### config.mk
export PLATFORM = sky130hd
export DESIGN_NAME = hilo_muldiv
export DESIGN_NICKNAME = d
export VERILOG_FILES = /design/src/rtl/hilo_muldiv.sv
export SDC_FILE = /design/constraint.sdc
export NUM_CORES = 2
export LEC_CHECK = 0
export CORE_MARGIN = 3
export CORE_UTILIZATION = 55
export DETAILED_ROUTE_END_ITERATION = 7
export GPL_ROUTABILITY_DRIVEN = 0
export GPL_TIMING_DRIVEN = 0
export MAX_ROUTING_LAYER = met4
export PLACE_DENSITY = 0.72
export RECOVER_POWER = 25
export SLEW_MARGIN = 20
export SYNTH_ARGS = -nofsm -noshare
export SYNTH_HDL_FRONTEND = slang
export SYNTH_SLANG_ARGS = --single-unit
### constraint.sdc
create_clock -name clk -period 11.6 [get_ports clk]
set_clock_uncertainty 0.05 [all_clocks]
set_input_delay 1.16 -clock clk [delete_from_list [all_inputs] [get_ports clk]]
set_output_delay 1.16 -clock clk [all_outputs]
set_load 0.005 [all_outputs]
### src/rtl/hilo_muldiv.sv
// Iterative multiply/divide unit producing the {hi, lo} result for the HI/LO register.
// Multiplies take one cycle; divides run 32 restoring radix-2 iterations on magnitudes.
module hilo_muldiv (
    input  logic        clk,
    input  logic        rst,
    input  logic        start,
    input  logic [1:0]  op,
    input  logic [31:0] a,
    input  logic [31:0] b,
    input  logic        cancel,
    output logic        busy,
    output logic        done,
    output logic [63:0] hilo_o
);

    typedef enum logic [1:0] {IDLE, MUL, DIV, DONE} state_t;

    state_t      state;
    logic [31:0] a_l, b_l;
    logic [1:0]  op_l;
    logic [5:0]  cnt;
    logic [31:0] quo, rem, b_mag;

    logic        a_neg_in, b_neg_in;
    logic [31:0] a_mag_in, b_mag_in;
    logic        sa, sb;
    logic [63:0] mul_full;
    logic [32:0] shifted;
    logic        fits;
    logic [31:0] diff, rem_nx, quo_nx;
    logic        q_neg, r_neg;
    logic [31:0] q_fix, r_fix;
    logic [63:0] div_res;

    always_comb begin
        a_neg_in = ~op[0] & a[31];
        b_neg_in = ~op[0] & b[31];
        a_mag_in = a_neg_in ? (~a + 32'd1) : a;
        b_mag_in = b_neg_in ? (~b + 32'd1) : b;

        // Sign-extend only for MULT; the low 64 bits of the wide product are the result.
        sa       = ~op_l[0] & a_l[31];
        sb       = ~op_l[0] & b_l[31];
        mul_full = {{32{sa}}, a_l} * {{32{sb}}, b_l};

        shifted  = {rem, quo[31]};
        fits     = shifted >= {1'b0, b_mag};
        diff     = shifted[31:0] - b_mag;
        rem_nx   = fits ? diff : shifted[31:0];
        quo_nx   = {quo[30:0], fits};

        q_neg    = ~op_l[0] & (a_l[31] ^ b_l[31]);
        r_neg    = ~op_l[0] & a_l[31];
        q_fix    = q_neg ? (~quo_nx + 32'd1) : quo_nx;
        r_fix    = r_neg ? (~rem_nx + 32'd1) : rem_nx;
        div_res  = (b_l == '0) ? {a_l, 32'hFFFF_FFFF} : {r_fix, q_fix};
    end

    always_ff @(posedge clk or posedge rst) begin
        if (rst) begin
            state  <= IDLE;
            a_l    <= '0;
            b_l    <= '0;
            op_l   <= '0;
            cnt    <= '0;
            quo    <= '0;
            rem    <= '0;
            b_mag  <= '0;
            busy   <= 1'b0;
            done   <= 1'b0;
            hilo_o <= '0;
        end else if (cancel) begin
            state <= IDLE;
            busy  <= 1'b0;
            done  <= 1'b0;
        end else begin
            case (state)
                IDLE, DONE: begin
                    done <= 1'b0;
                    if (start) begin
                        a_l   <= a;
                        b_l   <= b;
                        op_l  <= op;
                        quo   <= a_mag_in;
                        rem   <= '0;
                        b_mag <= b_mag_in;
                        cnt   <= '0;
                        busy  <= 1'b1;
                        state <= op[1] ? DIV : MUL;
                    end else begin
                        busy  <= 1'b0;
                        state <= IDLE;
                    end
                end
                MUL: begin
                    hilo_o <= mul_full;
                    busy   <= 1'b0;
                    done   <= 1'b1;
                    state  <= DONE;
                end
                DIV: begin
                    quo <= quo_nx;
                    rem <= rem_nx;
                    cnt <= cnt + 6'd1;
                    // Final iteration writes the sign-corrected result directly.
                    if (cnt == 6'd31) begin
                        hilo_o <= div_res;
                        busy   <= 1'b0;
                        done   <= 1'b1;
                        state  <= DONE;
                    end
                end
                default: begin
                    busy  <= 1'b0;
                    done  <= 1'b0;
                    state <= IDLE;
                end
            endcase
        end
    end

endmodule

==> results.cfg <==
[synthesis]
synth_edf_count = 0
synth_area_leaders = fa_1, dfrtp_1, inv_1, nand2_1, ha_1
ys_ff_latch = 234
synth_fa_ha_area_share_pct = 48.3
synth.most_common_cell = inv_1
yosys.area_share.simple_pct = 17.1
ys_types = 83
ys.warnings.count = 0
syn_inst = 6116
syn_nets = 7563
synth_xor_area_share_pct = 3.16
synth_area_per_cell_sq_um = 8.69
muxShareOfSynthArea_pct = 0.631
synthArstFlopShare_pct = 100
syn_area_sq_um = 53200
synth_top_family_by_area = adder cells
synth_common_cells = inv_1, nand2_1, fa_1
yosysTopAreaCellShare_pct = 42.4
synth_flop_cell = dfrtp_1
synth_area_leader_cell = fa_1
synth_compound_area_share_pct = 8.65
yosysSeqAreaShare_pct = 11.0

[setup_path]
cp_max_fo = 10
crit_family = adder cells
cp_slowest_cell = fa_2
cp_num_buf_inv = 10
end_kind = flop
start_kind = flop
rr_worst_depth = 31
path_common_cell = fa_1
crit_required_ns = 12.04
crit_type = reg2reg
arrival_ns = 11.74
cp.depth = 31
critPathMaxStageDelay_ns = 0.70

[status]
outcome = finished with violations
violations = design-rule violations, max-capacitance violations, max-slew violations

[floorplanning]
start_util_pct = 55.7
die_x_microns = 317
num_io_pins = 136
die_y_microns = 317
rows = 113
dieArea_sq_um = 100000
fp.coreArea_sq_um = 95400

[clock_network]
clk_pin_slew_ns = 0.07
htreeDepth = 1
cts_sinks = 234
clkLatencyLatePin_ns = 0.58
cts_buffer_depth = 3
tritoncts = done
root_buffer = clkbuf_16
numCtsBuffers = 25

[route]
drcViolationCount = 29
wl_per_cell_microns = 25.9
vias = 46200
vias_per_cell = 6.09
ant_nets = 0
firstDrtPassIters = 8
dr.first_iter.drc_count = 5936
drt-total-wl_mm = 197

[cells_and_area]
multi_input_area_sq_um = 41400
syn_to_final_growth_pct = 7.71
n_fill_cell = 8366
drive_above_1_share_pct = 2.35
fin_nets = 7730
regArea_sq_um = 5860

[run]
max_cap_violations = 2

[global_routing]
grt_pass1_vias = 46500
grt_overflow_total = 0
grt_max_degree = 101
grt_usage_pct = 41.2
antenna_found_initial = 17
grt_pass1_wl_mm = 292

[timing]
slew_violations = 137
period_needed_ns = 11.31
holdWs_ns = 0.426
max_freq_mhz = 88.5
worst_slew_pin_slew_ns = 3.51
slew_headroom_pct = -134
rsz0062_at_grt = no
fin_crit_sh_pct = 97.5
setup_viol = 0
hold_viol_final = 0
tns_ns = 0

[place]
hpwl_mm = 159
io_buffer_count = 134

[min_path]
hp-class = reg2reg
hold_depth = 2
-- final timing paths --
| path | slack, ns | endpoint | start |
|---|---|---|---|
| hold reg to reg | 0.43 | hilo_o[13] | hilo_o[13] |
| min in group asynchronous | 1.97 | hilo_o[36] | rst |
| setup reg to reg | 0.29 | hilo_o[63] | a_l[31] |
| hold / removal | 0.43 | hilo_o[13] | hilo_o[13] |
| setup / recovery | 0.29 | hilo_o[63] | a_l[31] |
| max in group asynchronous | 5.13 | cnt[2] | rst |
-- timing repair --
action / CTS / global route
buffers inserted: 0 / 1
endpoints found under the setup margin: 11 / 11
endpoints found under the hold margin: 0 / 0
resized for setup: 11 / 8
hold buffers: 0 / 0
-- logic make-up (layout without fill, tap and decap cells) --
| logic type | Yosys count | count (layout) |
|---|---|---|
| xor+xnor | 192 | 192 |
| fa+ha+maj | 1377 | 1377 |
| simple gates | 1994 | 1994 |
| compound gates | 725 | 725 |
| mux | 33 | 33 |
| flops | 234 | 234 |
| other cells | 0 | 25 |
| buf+inv | 1561 | 1745 |
-- cell usage in the layout (no fill, tap or decap), types with 19 or more instances in the layout --
cell             instances
nor3_1                  47
ha_1                   251
nor4_1                  31
clkdlybuf4s50_1        133
a21o_1                  63
or2_2                   22
or3_1                   24
o22ai_1                 29
a31oi_1                 34
diode_2                 25
o21ai_0                235
buf_2                   25
o31ai_1                 22
xnor2_1                118
and3_1                  19
fa_1                  1125
nand4_1                 21
nor2_1                 192
nand3_1                 46
xor2_1                  74
dfrtp_1                234
a21oi_1                169
clkbuf_1               321
and2_1                 369
clkbuf_16               25
inv_1                 1181
nand2_1               1140
mux2i_1                 29
nand2b_1                27
-- state kept, by name (all words and copies together), names as in the netlist --
name and count:
a_l 32, state 2, busy 1, b_mag 31, hilo_o 64, done 1, quo 32, op_l 1
cnt 6, rem 32, b_l 32
-- through the flow --
step | std cells | instance area [sq um] | utilization (%) | setup slack [ns]
final | 7590 | 57300 | 60.0 | 0.294
after detailed placement | 7519 | 56200 | 58.9 | -0.886
after floorplan | 6116 | 53200 | - | 2.51
after CTS | 7563 | 57200 | 59.9 | 0.176
after global routing | 7582 | 57200 | 60.0 | 0.0981
after global placement | 7515 | 56100 | 58.8 | -1.30
-- per-layer routing --
metal / part of all wire, % / track usage [%]
met5: 0 / -
met4: 9.1 / 27.0
met3: 14 / 15.5
met2: 42 / 57.5
met1: 35 / 49.9
-- area by class of cell --
class,count,area share (%)
inverters,1184,7.77
well taps,1265,2.76
clock inverters,15,0.498
multi-input cells,4321,72.4
diodes,25,0.109
plain buffers,377,2.60
flip-flops and latches,234,10.2
clock buffers,29,1.17
repair buffers,140,2.47
-- worst reg2reg max path: cells and delay by family (launching register included) --
| kind | cells | cell delay (ns) |
|---|---|---|
| AO/OA/AOI/OAI | 6 | 1.84 |
| XOR/XNOR | 1 | 0.22 |
| adder cells (fa/ha/maj) | 9 | 4.82 |
| buffers and inverters | 10 | 2.17 |
| flip-flops | 1 | 0.36 |
| AND/OR/NAND/NOR | 5 | 1.76 |
Power is left out: the tool's default activity adds up to more than one toggle a clock period on the data nets, which glitch-free logic cannot reach.
